<file path="config.mk">
export PLATFORM = sky130hd
export DESIGN_NAME = command_ring_fetcher_flat
export DESIGN_NICKNAME = d
export VERILOG_FILES = /design/src/rtl/command_ring_fetcher_if.sv /design/src/rtl/command_ring_fetcher.sv /design/src/flat_wrapper.sv
export SDC_FILE = /design/constraint.sdc
export NUM_CORES = 1
export LEC_CHECK = 0
export ABC_AREA = 0
export BUFFER_PORTS_ARGS = -buffer_cell sky130_fd_sc_hd__buf_2
export CAP_MARGIN = 20
export CORE_AREA = 2 2 215 217
export CTS_CLUSTER_SIZE = 12
export DETAILED_ROUTE_END_ITERATION = 7
export DIE_AREA = 0 0 217 219
export SLEW_MARGIN = 20
export SYNTH_ARGS = -nofsm -noshare
export SYNTH_HDL_FRONTEND = slang
export SYNTH_SLANG_ARGS = --single-unit
</file>
<file path="constraint.sdc">
create_clock -name clk_pcie -period 2.7 [get_ports clk_pcie]
set_input_delay 0.27 -clock clk_pcie [delete_from_list [all_inputs] [get_ports clk_pcie]]
set_output_delay 0.27 -clock clk_pcie [all_outputs]
set_load 0.05 [all_outputs]
</file>
<file path="src/rtl/command_ring_fetcher_if.sv">
// Signal bundle between the command ring fetcher and its neighbours:
// operational registers, PCIe memory-read engine and command executor.
interface command_ring_fetcher_if;
    logic         crcr_wr;
    logic [63:0]  crcr_wdata;
    logic         doorbell;
    logic         crr;
    logic [63:0]  dequeue_ptr;
    logic         mrd_req;
    logic [63:0]  mrd_addr;
    logic [31:0]  mrd_len;
    logic         mrd_done;
    logic [127:0] mrd_data;
    logic         trb_valid;
    logic [127:0] trb_data;
    logic [63:0]  trb_addr;
    logic         trb_ready;
    logic         ring_error;

    // The fetcher itself.
    modport master (
        input  crcr_wr, crcr_wdata, doorbell, mrd_done, mrd_data, trb_ready,
        output crr, dequeue_ptr, mrd_req, mrd_addr, mrd_len,
               trb_valid, trb_data, trb_addr, ring_error
    );

    // Everything around the fetcher.
    modport slave (
        output crcr_wr, crcr_wdata, doorbell, mrd_done, mrd_data, trb_ready,
        input  crr, dequeue_ptr, mrd_req, mrd_addr, mrd_len,
               trb_valid, trb_data, trb_addr, ring_error
    );
endinterface

</file>
<file path="src/rtl/command_ring_fetcher.sv">
// xHCI command ring consumer: fetches TRBs at the dequeue pointer, follows
// Link TRBs, checks cycle bits against RCS and offers command TRBs downstream.
module command_ring_fetcher #(
    parameter int LINK_CHAIN_LIMIT = 4
) (
    input  logic                   clk_pcie,
    input  logic                   rst,
    command_ring_fetcher_if.master bus
);
    localparam int         CNT_W         = $clog2(LINK_CHAIN_LIMIT + 1);
    localparam logic [5:0] TRB_TYPE_LINK = 6'd6;

    typedef enum logic [2:0] {
        IDLE,
        FETCH_REQ,
        FETCH_WAIT,
        DECODE,
        ISSUE,
        ERROR
    } state_t;

    state_t       state_q, state_d;
    logic [63:0]  dequeue_ptr_q, dequeue_ptr_d;
    logic         rcs_q, rcs_d;
    logic         crr_q, crr_d;
    logic         stop_pending_q, stop_pending_d;
    logic         db_pending_q, db_pending_d;
    logic [CNT_W-1:0] link_cnt_q, link_cnt_d;
    logic [127:0] trb_q, trb_d;
    logic         mrd_req_q, mrd_req_d;
    logic [63:0]  mrd_addr_q, mrd_addr_d;
    logic         ring_error_q, ring_error_d;

    logic             crcr_load;
    logic             stop_req;
    logic             trb_cycle;
    logic [5:0]       trb_type;
    logic [CNT_W-1:0] link_cnt_inc;
    logic             unused_crcr_bits;

    assign crcr_load        = bus.crcr_wr && !crr_q;
    assign stop_req         = bus.crcr_wr && crr_q && (bus.crcr_wdata[2] || bus.crcr_wdata[1]);
    assign trb_cycle        = trb_q[96];
    assign trb_type         = trb_q[111:106];
    assign link_cnt_inc     = link_cnt_q + CNT_W'(1);
    assign unused_crcr_bits = ^bus.crcr_wdata[5:3];

    always_ff @(posedge clk_pcie) begin
        if (rst) begin
            state_q        <= IDLE;
            dequeue_ptr_q  <= '0;
            rcs_q          <= 1'b0;
            crr_q          <= 1'b0;
            stop_pending_q <= 1'b0;
            db_pending_q   <= 1'b0;
            link_cnt_q     <= '0;
            trb_q          <= '0;
            mrd_req_q      <= 1'b0;
            mrd_addr_q     <= '0;
            ring_error_q   <= 1'b0;
        end else begin
            state_q        <= state_d;
            dequeue_ptr_q  <= dequeue_ptr_d;
            rcs_q          <= rcs_d;
            crr_q          <= crr_d;
            stop_pending_q <= stop_pending_d;
            db_pending_q   <= db_pending_d;
            link_cnt_q     <= link_cnt_d;
            trb_q          <= trb_d;
            mrd_req_q      <= mrd_req_d;
            mrd_addr_q     <= mrd_addr_d;
            ring_error_q   <= ring_error_d;
        end
    end

    always_comb begin
        state_d        = state_q;
        dequeue_ptr_d  = dequeue_ptr_q;
        rcs_d          = rcs_q;
        crr_d          = crr_q;
        stop_pending_d = stop_pending_q;
        db_pending_d   = db_pending_q;
        link_cnt_d     = link_cnt_q;
        trb_d          = trb_q;
        mrd_req_d      = mrd_req_q;
        mrd_addr_d     = mrd_addr_q;
        ring_error_d   = ring_error_q;

        // A load while stopped starts a fresh ring, so stale stop/doorbell
        // requests from the previous ring are dropped with it.
        if (crcr_load) begin
            dequeue_ptr_d  = {bus.crcr_wdata[63:6], 6'h0};
            rcs_d          = bus.crcr_wdata[0];
            ring_error_d   = 1'b0;
            link_cnt_d     = '0;
            stop_pending_d = 1'b0;
            db_pending_d   = 1'b0;
        end
        if (stop_req) begin
            stop_pending_d = 1'b1;
        end
        if (bus.doorbell && state_q != IDLE && state_q != ERROR) begin
            db_pending_d = 1'b1;
        end

        case (state_q)
            IDLE: begin
                if (stop_pending_q) begin
                    crr_d          = 1'b0;
                    stop_pending_d = 1'b0;
                end else if (bus.doorbell) begin
                    crr_d   = 1'b1;
                    state_d = FETCH_REQ;
                end
            end
            FETCH_REQ: begin
                mrd_req_d  = 1'b1;
                mrd_addr_d = dequeue_ptr_q;
                state_d    = FETCH_WAIT;
            end
            FETCH_WAIT: begin
                if (bus.mrd_done) begin
                    trb_d     = bus.mrd_data;
                    mrd_req_d = 1'b0;
                    state_d   = DECODE;
                end
            end
            DECODE: begin
                // A doorbell landing in this very cycle counts as pending.
                if (trb_cycle != rcs_q) begin
                    db_pending_d = 1'b0;
                    if (stop_pending_q) begin
                        crr_d          = 1'b0;
                        stop_pending_d = 1'b0;
                        state_d        = IDLE;
                    end else if (db_pending_q || bus.doorbell) begin
                        state_d = FETCH_REQ;
                    end else begin
                        state_d = IDLE;
                    end
                end else if (trb_type == TRB_TYPE_LINK) begin
                    dequeue_ptr_d = {trb_q[63:4], 4'h0};
                    if (trb_q[97]) begin
                        rcs_d = ~rcs_q;
                    end
                    link_cnt_d = link_cnt_inc;
                    if (link_cnt_inc == CNT_W'(LINK_CHAIN_LIMIT)) begin
                        crr_d        = 1'b0;
                        ring_error_d = 1'b1;
                        state_d      = ERROR;
                    end else begin
                        state_d = FETCH_REQ;
                    end
                end else begin
                    state_d = ISSUE;
                end
            end
            ISSUE: begin
                if (bus.trb_ready) begin
                    dequeue_ptr_d = dequeue_ptr_q + 64'h10;
                    link_cnt_d    = '0;
                    if (stop_pending_q) begin
                        crr_d          = 1'b0;
                        stop_pending_d = 1'b0;
                        state_d        = IDLE;
                    end else begin
                        state_d = FETCH_REQ;
                    end
                end
            end
            ERROR: begin
                crr_d = 1'b0;
                if (crcr_load) begin
                    state_d = IDLE;
                end
            end
            default: begin
                state_d = IDLE;
            end
        endcase
    end

    assign bus.crr         = crr_q;
    assign bus.dequeue_ptr = dequeue_ptr_q;
    assign bus.mrd_req     = mrd_req_q;
    assign bus.mrd_addr    = mrd_addr_q;
    assign bus.mrd_len     = 32'h10;
    assign bus.trb_valid   = (state_q == ISSUE);
    assign bus.trb_data    = trb_q;
    assign bus.trb_addr    = dequeue_ptr_q;
    assign bus.ring_error  = ring_error_q;
endmodule
</file>
<file path="src/flat_wrapper.sv">
// flat-port wrapper written by rule: the top's interface ports become plain ports
module command_ring_fetcher_flat 
#(
    parameter int LINK_CHAIN_LIMIT = 4
)
  (clk_pcie, rst, bus_crcr_wr, bus_crcr_wdata, bus_doorbell, bus_mrd_done, bus_mrd_data, bus_trb_ready, bus_crr, bus_dequeue_ptr, bus_mrd_req, bus_mrd_addr, bus_mrd_len, bus_trb_valid, bus_trb_data, bus_trb_addr, bus_ring_error);
  command_ring_fetcher_if bus_i ();
  input  logic clk_pcie;
  input  logic rst;
  input wire logic [$bits(bus_i.crcr_wr)-1:0] bus_crcr_wr;
  input wire logic [$bits(bus_i.crcr_wdata)-1:0] bus_crcr_wdata;
  input wire logic [$bits(bus_i.doorbell)-1:0] bus_doorbell;
  input wire logic [$bits(bus_i.mrd_done)-1:0] bus_mrd_done;
  input wire logic [$bits(bus_i.mrd_data)-1:0] bus_mrd_data;
  input wire logic [$bits(bus_i.trb_ready)-1:0] bus_trb_ready;
  output wire logic [$bits(bus_i.crr)-1:0] bus_crr;
  output wire logic [$bits(bus_i.dequeue_ptr)-1:0] bus_dequeue_ptr;
  output wire logic [$bits(bus_i.mrd_req)-1:0] bus_mrd_req;
  output wire logic [$bits(bus_i.mrd_addr)-1:0] bus_mrd_addr;
  output wire logic [$bits(bus_i.mrd_len)-1:0] bus_mrd_len;
  output wire logic [$bits(bus_i.trb_valid)-1:0] bus_trb_valid;
  output wire logic [$bits(bus_i.trb_data)-1:0] bus_trb_data;
  output wire logic [$bits(bus_i.trb_addr)-1:0] bus_trb_addr;
  output wire logic [$bits(bus_i.ring_error)-1:0] bus_ring_error;
  assign bus_i.crcr_wr = bus_crcr_wr;
  assign bus_i.crcr_wdata = bus_crcr_wdata;
  assign bus_i.doorbell = bus_doorbell;
  assign bus_i.mrd_done = bus_mrd_done;
  assign bus_i.mrd_data = bus_mrd_data;
  assign bus_i.trb_ready = bus_trb_ready;
  assign bus_crr = bus_i.crr;
  assign bus_dequeue_ptr = bus_i.dequeue_ptr;
  assign bus_mrd_req = bus_i.mrd_req;
  assign bus_mrd_addr = bus_i.mrd_addr;
  assign bus_mrd_len = bus_i.mrd_len;
  assign bus_trb_valid = bus_i.trb_valid;
  assign bus_trb_data = bus_i.trb_data;
  assign bus_trb_addr = bus_i.trb_addr;
  assign bus_ring_error = bus_i.ring_error;
  command_ring_fetcher #(.LINK_CHAIN_LIMIT(LINK_CHAIN_LIMIT)) u_core (.clk_pcie(clk_pcie), .rst(rst), .bus(bus_i));
endmodule
</file>
==> metrics.txt, run 1 <==
outcome=finished, final reports clean; Pwr Total=roughly 13 mW; most numerous cell in the Yosys netlist=nand2_1; Synth Flop Type=dfxtp_1; Hold Path Stages=3; Die Wd=~220 um; initial DRC count=approximately 900; yosys warns=0; DR vias=around 14,000; GRT Util Overall=0.2138; Avg Inst Size Synth=just under 8 um^2; maximum fanout along the worst path=13; number of global-route vias before repair=roughly 13,000; setup ws final=between 0.15 and 0.2 ns; leakage power=around 7.8 nW; post-route ant nets=0; fmax=394.2 MHz; Placement Rows=between 70 and 80; Slew Limit Fails=0; r2r startpoint=u_core.bus.dequeue_ptr[12]; Area Overhead vs Synth=41.88%; Port Buffers=518; peak supply drop=around 0.53 mV; total CTS buffers=34; Finish-stage setup viols=0; layout cell share with drive strength beyond 1=0.3026; vias per cell=approximately 5.0; cell area after synthesis=~0.013 mm^2; Cell Pwr Density=748.3 mW/mm^2; max-capacitance violation count=0; unrepaired setup endpoints after global routing=false; Detail Placement HPWL=approximately 37,000 um; Worst setup EP type=flop; synthesis-stage register bit count=268; Hold Crit Class=in -> reg; drt pass-1 iters=5; Yosys top cell by area=dfxtp_1; skew final=roughly 0.028 ns; post-synthesis sequential area ratio=0.4255; core box area=between 0.04 and 0.05 mm^2; final wirelength=~53,000 um; Overflow after GRT=0; crit path cell chain=and4_1, and4_1, nand3_2, or4_2, o211ai_1; delay-heaviest family, CP=simple AND/OR/NAND/NOR gates; Clock Sink Count=around 270; Root Driver=clkbuf_16; Final GP Congestion=approximately 0.84; critical path arrival=3.00 ns; Slowest-stage cell, CP=or4_2; post-cts gate resize count=0; EDFF count, synth=0; DP Worst Slack=~0.19 ns; Wirelength per Cell=19.28 um; time the worst path needs with I/O delays and setup=roughly 2.5 ns; largest net degree at the start of global routing=95; Die H=about 220 um; Remaining DRCs=0; synth top area cells=dfxtp_1 (43%), nand2_1 (13%), a21oi_1 (8.5%); num ports=about 550; Yosys top cell area share=0.4255; hold_sp=bus_mrd_data[25]; CTS tree=built; clock latency on the worst-skew pair=approximately 0.55 ns; Setup crit start kind=flop; number of cells on the worst reg-to-reg path=5; global-route wire length before repair=between 70,000 and 80,000 um; normalized max-slew margin=0.4526; FFs w/ async S/R, synth=0; Die ar.=about 0.048 mm^2; reg-to-reg slack, setup=between 0.15 and 0.2 ns; nets@finish=between 2,000 and 2,500; Initial Utilization=0.2796; CP bufs+invs=0; Hold Path End=u_core.bus.trb_data[25]; worst path required time=about 3.2 ns; most common library cells after synthesis=nand2_1 (438), dfxtp_1 (268), a21oi_1 (213); CTS max path bufs=3; Slew @ Worst Pin=around 0.8 ns; CP most frequent cell=and4_1; Final Hold Fails=0; Syn Inst Count=roughly 1,600; R2R Path End=u_core.bus.dequeue_ptr[30]; Reg clk slew, reported paths=roughly 0.060 ns; Crit Path Class=reg -> reg; initial antenna violation count=3; post-synth cell types=65; worst stage delay on the critical path=roughly 0.70 ns; Final TNS setup=0 ns; fin crit share=0.9396; H-Tree Depth=2
==> metal layers <==
metal | vias up | part of all wire | routed length (um) | GRT usage
met4 | 0 | 0.028 | 1481 | 0.07580
li1 | 6539 | - | - | -
met3 | 87 | 0.068 | 3650 | 0.04158
met2 | 600 | 0.50 | 26500 | 0.3839
met1 | 6517 | 0.41 | 21820 | 0.2525
met5 | - | 0 | 0 | 0
==> placed cells by master (no fill, tap or decap), types with 34 or more instances in the layout <==
master,n
buf_2,517
nand2_1,436
nand3_1,37
a21oi_1,213
dfxtp_1,268
mux2i_1,48
buf_4,58
clkbuf_16,35
a2bb2oi_1,43
dlygate4sd3_1,121
o211ai_1,34
nor2_1,36
==> per-stage QoR <==
step,instances,hold slack [ns],utilization,instance area [um^2]
after floorplan,1626,0.4060,-,12720
after global placement,2590,0.4391,0.3442,15520
after detailed placement,2590,0.4445,0.3442,15520
after CTS,2769,0.02146,0.3963,17870
after global routing,2772,0.04578,0.3967,17890
final,2773,0.04538,0.3967,17890
==> worst register-to-register path: cells and delay by family (launching register included) <==
kind            cells  cell delay, ns
compound gates      1            0.10
flops               1            0.50
simple gates        4            1.87
==> cell families after synthesis <==
logic type / share of synthesized area
AND/OR/NAND/NOR: 0.2299
XOR/XNOR: 0.01737
AO/OA/AOI/OAI: 0.1823
other: 0.0005956
adder cells (fa/ha/maj): 0.002977
flip-flops: 0.4255
buffers and inverters: 0.1014
multiplexers: 0.03989
==> state kept, by name, indices dropped and copies added (netlist names), 3 cells and up <==
| register | count |
|---|---|
| u_core.link_cnt_q | 3 |
| u_core.state_q | 3 |
| u_core.bus.trb_data | 128 |
| u_core.bus.dequeue_ptr | 64 |
| u_core.bus.mrd_addr | 64 |
==> report_power, final <==
group	internal (mW)	switching, mW
clock network	2.89	1.83
registers	4.29	0.367
logic	1.12	2.89
total	8.30	5.08
==> area by class of cell <==
type / count / area (um^2)
Antenna cell: 2 / 5.005
Clock buffer: 47 / 970.9
Clock inverter: 11 / 167.7
Fill cell: 4640 / 27200
Inverter: 10 / 37.54
Multi-Input combinational cell: 1128 / 6142
Sequential cell: 268 / 5365
Tap cell: 600 / 750.7
Timing Repair Buffer: 707 / 4449
==> what timing repair did <==
item                       4_1_cts  5_1_grt
hold buffers                   121        0
setup endpoints to repair        0        1
hold endpoints to repair       121        0
setup buffers                    0        2
==> how the worst max path moves through the flow <==
stage | startpoint | to | slack (ns) | depth (start not counted)
final | u_core.bus.dequeue_ptr[12] | u_core.bus.dequeue_ptr[30] | 0.16 | 5
after global routing | u_core.bus.dequeue_ptr[12] | u_core.bus.dequeue_ptr[30] | 0.04 | 5
after CTS | u_core.bus.dequeue_ptr[22] | u_core.bus.dequeue_ptr[63] | 0.18 | 5
after detailed placement | u_core.bus.dequeue_ptr[12] | u_core.bus.dequeue_ptr[30] | 0.19 | 5
after global placement | u_core.bus.dequeue_ptr[12] | u_core.bus.dequeue_ptr[30] | 0.25 | 5
after floorplan | u_core.bus.dequeue_ptr[5] | u_core.bus.dequeue_ptr[58] | 0.10 | 7
Power figures use the tool's default switching activity.
==> run 2: changes to the inputs <==
- ABC_AREA: 0 -> 1
- CORE_AREA: 2 2 215 217 -> 2 2 214 216
- DIE_AREA: 0 0 217 219 -> 0 0 216 218
==> run 2 against run 1 <==
  * Combinational power grew 28%
  * Setup slack improved by 0.39 ns
  * Register-to-register slack improved by 0.39 ns
  * Hold slack worse by 0.042 ns
  * Maximum frequency up 18%
  * Design area up 1.2%
  * First-iteration DRC count grew 12%
  * Final cell count grew 12%
  * Routed wire length rose by 5.1%
  * Critical path type unchanged
  * Largest cell class unchanged
==> metrics.txt, run 2 <==
outcome=finished, final reports clean (unchanged); Yosys top cell by area=dfxtp_1 (unchanged); Pwr Total=15.10 mW (was 13.39 mW); DR vias=14,690 (was 13,740); final wirelength=56,180 um (was 53,450 um); Initial Utilization=0.3025 (was 0.2796); Avg Inst Size Synth=6.824 um^2 (was 7.900 um^2); total CTS buffers=34 (unchanged); setup ws final=0.5514 ns (was 0.1632 ns); Hold Path End=u_core.bus.trb_data[121] (was u_core.bus.trb_data[25]); Finish-stage setup viols=0 (unchanged); critical path arrival=2.55 ns (was 3.00 ns); FFs w/ async S/R, synth=0 (unchanged); unrepaired setup endpoints after global routing=false (unchanged); most common library cells after synthesis=nand2_1 (343), a21oi_1 (298), dfxtp_1 (268) (was nand2_1 (438), dfxtp_1 (268), a21oi_1 (213)); Remaining DRCs=0 (unchanged); num ports=554 (unchanged); nets@finish=2,680 (was 2,350); skew final=0.02453 ns (was 0.02754 ns); Slew @ Worst Pin=0.7563 ns (was 0.8186 ns); initial antenna violation count=10 (was 3); Yosys top cell area share=0.3951 (was 0.4255); Root Driver=clkbuf_16 (unchanged); most numerous cell in the Yosys netlist=nand2_1 (unchanged); fmax=465.4 MHz (was 394.2 MHz); Synth Flop Type=dfxtp_1 (unchanged); synth top area cells=dfxtp_1 (40%), a21oi_1 (11%), nand2_1 (9.5%) (was dfxtp_1 (43%), nand2_1 (13%), a21oi_1 (8.5%)); r2r startpoint=u_core.state_q[0] (was u_core.bus.dequeue_ptr[12]); max reg flops=128 (unchanged); Sequential Power Share=0.340 (was 0.348); final std cells w/o fill=3,110 (was 2,773); Port Buffers=518 (unchanged); number of global-route vias before repair=13,760 (was 13,320); leakage power=7.999 nW (was 7.759 nW); yosys warns=0 (unchanged); layout cell share with drive strength beyond 1=0.2650 (was 0.3026); Cell Pwr Density=834.2 mW/mm^2 (was 748.3 mW/mm^2); Setup crit start kind=flop (unchanged); post-synth cell types=42 (was 65); Reg clk slew, reported paths=0.06 ns (about the same); Area Overhead vs Synth=33.28% (was 41.88%); Clk pwr share=0.319 (was 0.353); Compound-Gate Fraction of Synth Area=0.2277 (was 0.1823); Switching Share=0.4214 (was 0.3798); H-Tree Depth=2 (unchanged); max-capacitance violation count=0 (unchanged); worst stage delay on the critical path=0.39 ns (was 0.70 ns); drt pass-1 iters=5 (unchanged); DP Worst Slack=0.5891 ns (was 0.1870 ns); Synth Area in XOR/XNOR=0.004515 (was 0.01737); time the worst path needs with I/O delays and setup=2.149 ns (was 2.537 ns); Placement Rows=78 (unchanged); Slew Limit Fails=0 (unchanged); vias per cell=4.725 (was 4.956); fin crit share=0.7958 (was 0.9396); core box area=0.04489 mm^2 (was 0.04509 mm^2); Psw=6.363 mW (was 5.084 mW); crit path cell chain=nor2_2, nand2_4, nand2_2, nand2_2, inv_2, nand2_4, buf_4, a21oi_1, a21oi_1 (was and4_1, and4_1, nand3_2, or4_2, o211ai_1); simple-gate share of the synthesized area=0.2065 (was 0.2299); Die H=218 um (was 219 um); Util after Layout=0.4031 (was 0.3967); post-route ant nets=0 (unchanged); Final TNS setup=0 ns (unchanged); Slowest-stage cell, CP=dfxtp_1 (was or4_2); Syn Inst Count=1,990 (was 1,596); cell area after synthesis=0.01358 mm^2 (was 0.01261 mm^2); worst path required time=3.10 ns (was 3.17 ns); commonest cells after routing, fill and taps aside=buf_2 (518), nand2_1 (342), a21oi_1 (298) (was buf_2 (517), nand2_1 (436), dfxtp_1 (268)); Hold Crit Class=in -> reg (unchanged); Crit Path Class=reg -> reg (unchanged); Die ar.=0.04709 mm^2 (was 0.04752 mm^2); CTS max path bufs=3 (unchanged); global-route wire length before repair=81,830 um (was 78,470 um); post-synthesis sequential area ratio=0.3951 (was 0.4255); post-CTS setup buffers=0 (unchanged); combinational power share=0.341 (was 0.299); GRT Util Overall=0.2286 (was 0.2138); number of cells on the worst reg-to-reg path=9 (was 5); Final Hold Fails=0 (unchanged); Clock Sink Count=268 (unchanged); Cell Int Power=8.736 mW (was 8.301 mW); hold_sp=bus_mrd_data[121] (was bus_mrd_data[25]); CP bufs+invs=2 (was 0); Wirelength per Cell=18.06 um (was 19.28 um); largest net degree at the start of global routing=75 (was 95); commonest non-fill, non-tap cell in the layout=buf_2 (unchanged); Overflow after GRT=0 (unchanged); delay-heaviest family, CP=simple AND/OR/NAND/NOR gates (unchanged); multiplexer area fraction after synthesis=0 (was 0.03989); largest family of logic cells by synthesized area=compound AO/OA/AOI/OAI gates (was simple AND/OR/NAND/NOR gates); clock latency on the worst-skew pair=0.56 ns (was 0.55 ns); maximum fanout along the worst path=29 (was 13); initial DRC count=983 (was 881); post-placement cell count=2,972 (was 2,590); normalized max-slew margin=0.4958 (was 0.4526); CTS tree=built (unchanged); reg-to-reg slack, setup=0.55 ns (was 0.16 ns); Worst setup EP type=flop (unchanged); EDFF count, synth=0 (unchanged); R2R Path End=u_core.bus.dequeue_ptr[61] (was u_core.bus.dequeue_ptr[30]); synthesis-stage register bit count=268 (unchanged); Synth Area in Adders=0.002764 (was 0.002977); Detail Placement HPWL=42,120 um (was 37,340 um); Hold Path Stages=3 (unchanged); Die Wd=216 um (was 217 um); Final GP Congestion=0.8958 (was 0.8358); peak supply drop=0.4327 mV (was 0.5288 mV)
-- run 2: cell count changes after synthesis, sizes merged, moves of 19 or more --
| cell | previous run | this run |
|---|---|---|
| clkbuf | 94 | 71 |
| mux2i | 48 | 0 |
| o211ai | 34 | 12 |
| inv | 10 | 270 |
| o21bai | 0 | 19 |
| nor2 | 37 | 174 |
| a2bb2oi | 43 | 0 |
| nand3 | 39 | 69 |
| o21ai | 14 | 251 |
| nand2 | 438 | 363 |
| a21oi | 213 | 298 |
| or4 | 30 | 0 |
-- run 2: logic make-up after synthesis --
| group | after synthesis |
|---|---|
| AOI/OAI and AO/OA | 596 |
| xor gates and xnor gates | 7 |
| adders and majority gates | 3 |
| buffers and inverters | 469 |
| DFF | 268 |
| other | 2 |
| and+or+nand+nor | 645 |
-- run 2: worst reg2reg max path, stage by stage (launching register included) --
cell     delay (ns)
dfxtp_1        0.39
nor2_2         0.21
nand2_4        0.13
nand2_2        0.30
nand2_2        0.12
inv_2          0.08
nand2_4        0.23
buf_4          0.32
a21oi_1        0.15
a21oi_1        0.08
-- run 2: power groups by stage --
stage / logic [mW] / clock network [mW] / registers [mW]
floorplan: 2.09 / 0 / 6.87
global placement: 5.03 / 0 / 5.19
detailed placement: 5.07 / 0 / 5.22
CTS: 5.15 / 4.95 / 5.14
global route: 5.48 / 5.12 / 5.22
finish: 5.14 / 4.82 / 5.14
-- run 2: timing repair --
item,4_1_cts,5_1_grt
hold buffers,71,0
hold endpoints to repair,71,0
gates resized for setup,0,0
endpoints found under the setup margin,0,0
-- run 2: final cells by class --
class,count,area (um^2)
antenna,8,20.02
clock buffer,47,973.4
clock inverter,12,192.7
fill,4740,26790
inverter,271,1023
multi-input combinational,1283,6142
sequential,268,5365
tap,600,750.7
timing repair buffer,621,3631
-- run 2: metrics by stage --
stage / hold slack [ns] / area (um^2)
floorplan: 0.4612 / 13690
global placement: 0.4269 / 16200
detailed placement: 0.4319 / 16200
CTS: 0.0002613 / 18080
global route: 0.01582 / 18100
finish: 0.003830 / 18100
-- run 2: per-layer routing --
metal	vias to the layer above	routed length [um]	global-route usage
met5	-	26	0
met4	4	1804	0.08721
met3	98	3800	0.04909
met2	568	25760	0.3691
met1	6749	24780	0.2987
li1	7275	-	-
-- run 2: worst max path at each step --
| stage | from | end | slack [ns] | cells past startpoint |
|---|---|---|---|---|
| after global routing | u_core.state_q[0] | u_core.bus.dequeue_ptr[3] | 0.37 | 10 |
| after global placement | u_core.state_q[0] | u_core.bus.dequeue_ptr[0] | 0.59 | 10 |
| final | u_core.state_q[0] | u_core.bus.dequeue_ptr[61] | 0.55 | 9 |
| after detailed placement | u_core.state_q[0] | u_core.bus.dequeue_ptr[0] | 0.59 | 10 |
| after floorplan | u_core.bus.dequeue_ptr[5] | u_core.bus.dequeue_ptr[60] | 0.68 | 10 |
| after CTS | u_core.state_q[0] | u_core.bus.dequeue_ptr[0] | 0.56 | 10 |
